**config.mk**
```make
export PLATFORM = sky130hd
export DESIGN_NAME = gie_guard
export DESIGN_NICKNAME = d
export VERILOG_FILES = /design/src/rtl/gie_guard_pkg.sv /design/src/rtl/gie_region_match.sv /design/src/rtl/gie_guard.sv
export SDC_FILE = /design/constraint.sdc
export NUM_CORES = 1
export LEC_CHECK = 0
export BUFFER_PORTS_ARGS = -buffer_cell sky130_fd_sc_hd__clkbuf_2
export CAP_MARGIN = 20
export CORE_MARGIN = 1.5
export CORE_UTILIZATION = 35
export DETAILED_ROUTE_END_ITERATION = 8
export PLACE_DENSITY_LB_ADDON = 0.05
export SETUP_SLACK_MARGIN = 0.05
export SYNTH_ARGS = -nofsm -noshare
export SYNTH_HDL_FRONTEND = slang
export SYNTH_SLANG_ARGS = --single-unit
```
**constraint.sdc**
```tcl
create_clock -name clk -period 2.3 [get_ports clk]
set_input_delay 0.23 -clock clk [delete_from_list [all_inputs] [get_ports clk]]
set_output_delay 0.23 -clock clk [all_outputs]
set_load 0.05 [all_outputs]
```
**src/rtl/gie_guard_pkg.sv**
```systemverilog
// Shared encodings for the GIE guard: FSM states, violation cause codes and width helpers.
// Pure declarations; no logic, no latency.
package gie_guard_pkg;

  localparam int CAUSE_W = 3;

  localparam logic [1:0] ST_ON   = 2'b00;
  localparam logic [1:0] ST_OFF  = 2'b01;
  localparam logic [1:0] ST_KILL = 2'b10;

  localparam logic [CAUSE_W-1:0] CAUSE_NONE        = 3'd0;
  localparam logic [CAUSE_W-1:0] CAUSE_POR         = 3'd1;
  localparam logic [CAUSE_W-1:0] CAUSE_EN_OUTSIDE  = 3'd2;
  localparam logic [CAUSE_W-1:0] CAUSE_DIS_OUTSIDE = 3'd3;
  localparam logic [CAUSE_W-1:0] CAUSE_EN_FOREIGN  = 3'd4;
  localparam logic [CAUSE_W-1:0] CAUSE_TIMEOUT     = 3'd5;

  // Bit width needed to index n items, never below one bit.
  function automatic int idx_width(input int n);
    return (n > 1) ? $clog2(n) : 1;
  endfunction

  // Bit width needed to hold the value n, never below one bit.
  function automatic int val_width(input int n);
    return (n > 0) ? $clog2(n + 1) : 1;
  endfunction

endpackage

```
**src/rtl/gie_region_match.sv**
```systemverilog
// Combinational trusted-region decoder: flags whether pc lies in any region and which one.
// Zero latency; lowest region index wins on overlap; no flow control.
module gie_region_match
  import gie_guard_pkg::*;
#(
  parameter int PC_W        = 16,
  parameter int NUM_REGIONS = 2,
  parameter logic [NUM_REGIONS*PC_W-1:0] REGION_BASE = {16'h0030, 16'h0010},
  parameter logic [NUM_REGIONS*PC_W-1:0] REGION_SIZE = {16'h0020, 16'h0010},
  localparam int IDX_W = idx_width(NUM_REGIONS)
) (
  input  logic [PC_W-1:0]  pc,
  output logic             hit,
  output logic [IDX_W-1:0] hit_idx
);

  logic [NUM_REGIONS-1:0] match;

  for (genvar g = 0; g < NUM_REGIONS; g++) begin : g_rgn
    localparam logic [PC_W-1:0] BASE = REGION_BASE[g*PC_W +: PC_W];
    localparam logic [PC_W-1:0] SIZE = REGION_SIZE[g*PC_W +: PC_W];
    // Last word address kept one bit wider so a region at the top of memory cannot wrap.
    localparam logic [PC_W:0]   LAST = {1'b0, BASE} + {1'b0, SIZE} - (PC_W+1)'(2);
    assign match[g] = (pc >= BASE) && ({1'b0, pc} <= LAST);
  end

  always_comb begin
    hit     = 1'b0;
    hit_idx = '0;
    for (int i = NUM_REGIONS - 1; i >= 0; i--) begin
      if (match[i]) begin
        hit     = 1'b1;
        hit_idx = IDX_W'(i);
      end
    end
  end

endmodule

```
**src/rtl/gie_guard.sv**
```systemverilog
// Watches PC and GIE against trusted regions; any illegal GIE change or overlong disable requests platform reset.
// Outputs registered, one cycle after the sampled violation; no backpressure, async reset forces KILL/POR.
module gie_guard
  import gie_guard_pkg::*;
#(
  parameter int PC_W        = 16,
  parameter int NUM_REGIONS = 2,
  parameter logic [NUM_REGIONS*PC_W-1:0] REGION_BASE = {16'h0030, 16'h0010},
  parameter logic [NUM_REGIONS*PC_W-1:0] REGION_SIZE = {16'h0020, 16'h0010},
  parameter logic [PC_W-1:0] RESET_HANDLER = 16'h0000,
  parameter int MAX_OFF_CYCLES = 256
) (
  input  logic               clk,
  input  logic               reset_n,
  input  logic [PC_W-1:0]    pc,
  input  logic               gie,
  output logic               reset,
  output logic [CAUSE_W-1:0] cause,
  output logic [1:0]         state
);

  localparam int IDX_W = idx_width(NUM_REGIONS);
  localparam int CNT_W = val_width(MAX_OFF_CYCLES);
  localparam bit TO_EN = (MAX_OFF_CYCLES != 0);
  localparam logic [CNT_W-1:0] CNT_LAST = CNT_W'(TO_EN ? MAX_OFF_CYCLES - 1 : 0);

  logic             hit;
  logic [IDX_W-1:0] hit_idx;

  logic [1:0]         state_q, state_d;
  logic               reset_q, reset_d;
  logic [CAUSE_W-1:0] cause_q, cause_d;
  logic [IDX_W-1:0]   owner_idx_q, owner_idx_d;
  logic               owner_vld_q, owner_vld_d;
  logic [CNT_W-1:0]   cnt_q, cnt_d;

  gie_region_match #(
    .PC_W        (PC_W),
    .NUM_REGIONS (NUM_REGIONS),
    .REGION_BASE (REGION_BASE),
    .REGION_SIZE (REGION_SIZE)
  ) u_match (
    .pc      (pc),
    .hit     (hit),
    .hit_idx (hit_idx)
  );

  always_comb begin
    state_d     = state_q;
    reset_d     = reset_q;
    cause_d     = cause_q;
    owner_idx_d = owner_idx_q;
    owner_vld_d = owner_vld_q;
    cnt_d       = cnt_q;

    unique case (state_q)
      ST_KILL: begin
        if (pc == RESET_HANDLER && !gie) begin
          // Fresh boot: no owner yet, so any trusted region may do the first enable.
          state_d     = ST_OFF;
          reset_d     = 1'b0;
          cause_d     = CAUSE_NONE;
          cnt_d       = '0;
          owner_vld_d = 1'b0;
          owner_idx_d = '0;
        end else begin
          reset_d = 1'b1;
        end
      end

      ST_OFF: begin
        if (gie) begin
          if (!hit) begin
            state_d = ST_KILL;
            reset_d = 1'b1;
            cause_d = CAUSE_EN_OUTSIDE;
          end else if (owner_vld_q && hit_idx != owner_idx_q) begin
            state_d = ST_KILL;
            reset_d = 1'b1;
            cause_d = CAUSE_EN_FOREIGN;
          end else begin
            state_d = ST_ON;
            cnt_d   = '0;
          end
        end else if (owner_vld_q) begin
          if (TO_EN && cnt_q == CNT_LAST) begin
            state_d = ST_KILL;
            reset_d = 1'b1;
            cause_d = CAUSE_TIMEOUT;
          end else if (cnt_q != '1) begin
            cnt_d = cnt_q + CNT_W'(1);
          end
        end
      end

      ST_ON: begin
        if (!gie) begin
          if (!hit) begin
            state_d = ST_KILL;
            reset_d = 1'b1;
            cause_d = CAUSE_DIS_OUTSIDE;
          end else begin
            state_d     = ST_OFF;
            owner_idx_d = hit_idx;
            owner_vld_d = 1'b1;
            cnt_d       = '0;
          end
        end
      end

      default: begin
        state_d = ST_KILL;
        reset_d = 1'b1;
      end
    endcase
  end

  always_ff @(posedge clk or negedge reset_n) begin
    if (!reset_n) begin
      state_q     <= ST_KILL;
      reset_q     <= 1'b1;
      cause_q     <= CAUSE_POR;
      owner_idx_q <= '0;
      owner_vld_q <= 1'b0;
      cnt_q       <= '0;
    end else begin
      state_q     <= state_d;
      reset_q     <= reset_d;
      cause_q     <= cause_d;
      owner_idx_q <= owner_idx_d;
      owner_vld_q <= owner_vld_d;
      cnt_q       <= cnt_d;
    end
  end

  assign reset = reset_q;
  assign cause = cause_q;
  assign state = state_q;

endmodule

```
==> metrics <==
yosys warns 0; Leak 0.587 nW; vias in the first global route 1004; Die Wd 60.5 µm; CTS HTree Levels 1; drt total wl about 2800 µm; synth cell count leaders dfrtp_1 (14), nand2_1 (12), a21oi_1 (11); setup violators final 0; area of the multi-input gates 726 µm²; r2r setup slk ~0.077 ns; clock-pin transition on the worst setup and hold timing paths 0.10 ns; drt drc 0; final period utilization 0.967; worst hold-check path type primary input to flop; via count between 1k and 1.5k; Longest Clk Path Bufs 2; worst-case vdd ir drop between 300 and 400 µV; Syn Std Cell Area between 1000 and 1500 µm²; Clk network pwr share 0.293; most used cell, CP and3_4; initial antenna violation count 0; CTS root buffer clkbuf_4; crit path launch type flop; Power Dens Cells between 300 and 400 nW/µm²; Switching Power around 0.00014 W; # diodes 0; CP Class flop to flop; Internal approximately 0.00040 W; Fin Clk Skew ~0.0033 ns; IO Pins 25; Comb power frac 0.130; area delta synth->final 27.2%; Rel. slew slack 0.698; largest net degree at the start of global routing 18; async set or reset register ratio after synthesis 1.00; worst endpoint required time between 2 and 2.5 ns; MaxCap Viol Count 0; outcome finished, final reports clean; first-pass GRT wire length approximately 4700 µm; dpl hpwl 2150 µm; register area share after synthesis 0.371; Max Fclk between 400 and 500 MHz; FF/Latch Area 429 µm²; syn nets around 150; sw frac 0.260; Non-Filler Instances between 200 and 250; total track usage 0.170; top_reg_cell synth dfrtp_1; Crit path arrival time ~2.4 ns; share of layout cells above drive strength 1 0.354; Tmin final 2.22 ns; placed cells between 150 and 200; Fin. Hold Viols 0; I/O Buffers 24; TritonCTS Buffers 3; clk sink count 17; top cells by area, synth dfrtp_1 (30%), dfstp_2 (6.8%), a21oi_1 (4.8%), mux2i_1 (4.3%), nand2_1 (3.9%); CP Max Fanout 4; Antenna Violating Nets Remaining 0; Core Rows 20; full die area about 3700 µm²; Final Hold Slack approximately 0.34 ns; Core Box Area a little over 3000 µm²; RSZ-0062 raised after global routing yes; Overflow after GRT 0; Tot Pwr around 0.00054 W; router iterations before antenna repair 4; CTS tree done; Yosys cell types 48; Setup TNS Final 0 ns; sequential share of power 0.577; Die Y between 60 and 70 µm; cell with the most instances after synthesis dfrtp_1; Worst-Skew Late Latency between 0.2 and 0.3 ns; CP cell instances ha_2 -> and3_4 -> and3_4 -> and3_4 -> ha_4 -> a21oi_1 -> mux2i_1 -> and3b_2 -> and3_1 -> a31o_1; Worst Tran Pin Value roughly 0.45 ns; Routed wire per std cell approximately 14 µm; capturing element type of the critical path flop; Seq cells post-synth 17; top-area cell type share of the netlist area 0.303; Pins Over Slew Limit 0; routed vias/inst roughly 5.4; Syn Area/Cell ~9 µm²; DR iter-0 viols between 40 and 50; fillers roughly 320; gpl congestion around 0.8; Syn Inst Count 127; CP max stage cell dfrtp_1; nets@finish 184; number of synthesized flops with an enable pin 0; Synth area leader dfrtp_1; Max stage delay on crit path roughly 0.4 ns; initial core utilization 0.373
## flip-flops by register name, indices dropped and copies added (netlist names)
| register | flops |
|---|---|
| owner_idx_q | 1 |
| cause | 3 |
| cnt_q | 9 |
| reset | 1 |
| owner_vld_q | 1 |
| state | 2 |
## layer usage
metal	wire length, µm	part of all wire	vias to the layer above	track usage
met5	0	0	-	0
met4	19	0.0068	0	0.0311
met3	119	0.043	2	0.0405
met2	1260	0.45	22	0.267
met1	1380	0.50	546	0.243
li1	-	-	545	-
## cell usage in the layout (no fill, tap or decap), drive strengths merged, types with 2 or more instances in the layout
| cell | synthesis | routed |
|---|---|---|
| ha | 3 | 3 |
| o21ai | 5 | 5 |
| a32oi | 2 | 2 |
| o31ai | 2 | 2 |
| buf | 1 | 9 |
| and2 | 2 | 2 |
| dfrtp | 14 | 14 |
| nand3 | 4 | 4 |
| clkbuf | 3 | 27 |
| mux2i | 5 | 5 |
| a21oi | 12 | 12 |
| nor2 | 6 | 6 |
| nor3 | 6 | 6 |
| dfstp | 3 | 3 |
| nand2b | 6 | 6 |
| nand2 | 12 | 12 |
| or4 | 2 | 2 |
| inv | 6 | 6 |
| and3 | 6 | 6 |
| a31oi | 6 | 6 |
| or3 | 2 | 2 |
## worst max-delay path: cells and delay by family (launching register included)
kind | cells | cell delay (ns)
and+or+nand+nor | 5 | 0.93
muxes | 1 | 0.10
AOI/OAI and AO/OA | 2 | 0.32
DFF | 1 | 0.41
adders and majority gates | 2 | 0.37
## power by group through the flow
stage / Combinational (W) / Clock [W] / Sequential, W
floorplan: 0.0000176 / 0 / 0.000331
global placement: 0.0000667 / 0 / 0.000314
detailed placement: 0.0000676 / 0 / 0.000314
CTS: 0.0000700 / 0.000172 / 0.000309
global route: 0.0000773 / 0.000185 / 0.000310
finish: 0.0000694 / 0.000157 / 0.000309
## cell families (layout without fill, tap and decap cells)
group / after synthesis / after routing / synth area share
buffers and inverters: 10 / 44 / 0.0476
adders and majority gates: 3 / 3 / 0.0325
AOI/OAI and AO/OA: 37 / 37 / 0.218
xor gates and xnor gates: 1 / 1 / 0.00758
and+or+nand+nor: 54 / 54 / 0.280
DFF: 17 / 17 / 0.371
muxes: 5 / 5 / 0.0433
## worst paths after layout
check / start / cells after the start / to
setup / recovery: cnt_q[1] / 10 / cause[1]
hold / removal: gie / 3 / cause[0]
setup reg to reg: cnt_q[1] / 10 / cause[1]
hold reg to reg: reset / 2 / reset
max in group asynchronous: reset_n / 2 / cause[0]
min in group asynchronous: reset_n / 2 / cnt_q[4]
## area by class of cell
class	count	share of cell area
Timing Repair Buffer	34	0.143
Tap cell	44	0.0374
Clock buffer	3	0.0153
Sequential cell	17	0.292
Multi-Input combinational cell	100	0.494
Clock inverter	1	0.00340
Inverter	6	0.0153
## through the flow
stage	instance area [µm²]	setup slack [ns]	utilization
3_5_place_dp	1380	-0.0323	0.445
5_1_grt	1470	-0.0461	0.474
4_1_cts	1450	0.0267	0.467
3_3_place_gp	1380	0.0426	0.445
6_report	1470	0.0766	0.474
2_1_floorplan	1170	0.0732	-
## what timing repair did
item | 4_1_cts | 5_1_grt
gates resized for setup | 5 | 4
pin swaps | 1 | 2
endpoints found under the setup margin | 10 | 12
hold buffers | 1 | 0
buffers inserted | 0 | 1
hold endpoints to repair | 14 | 0
Note: power is estimated with default switching activity, not from simulation.
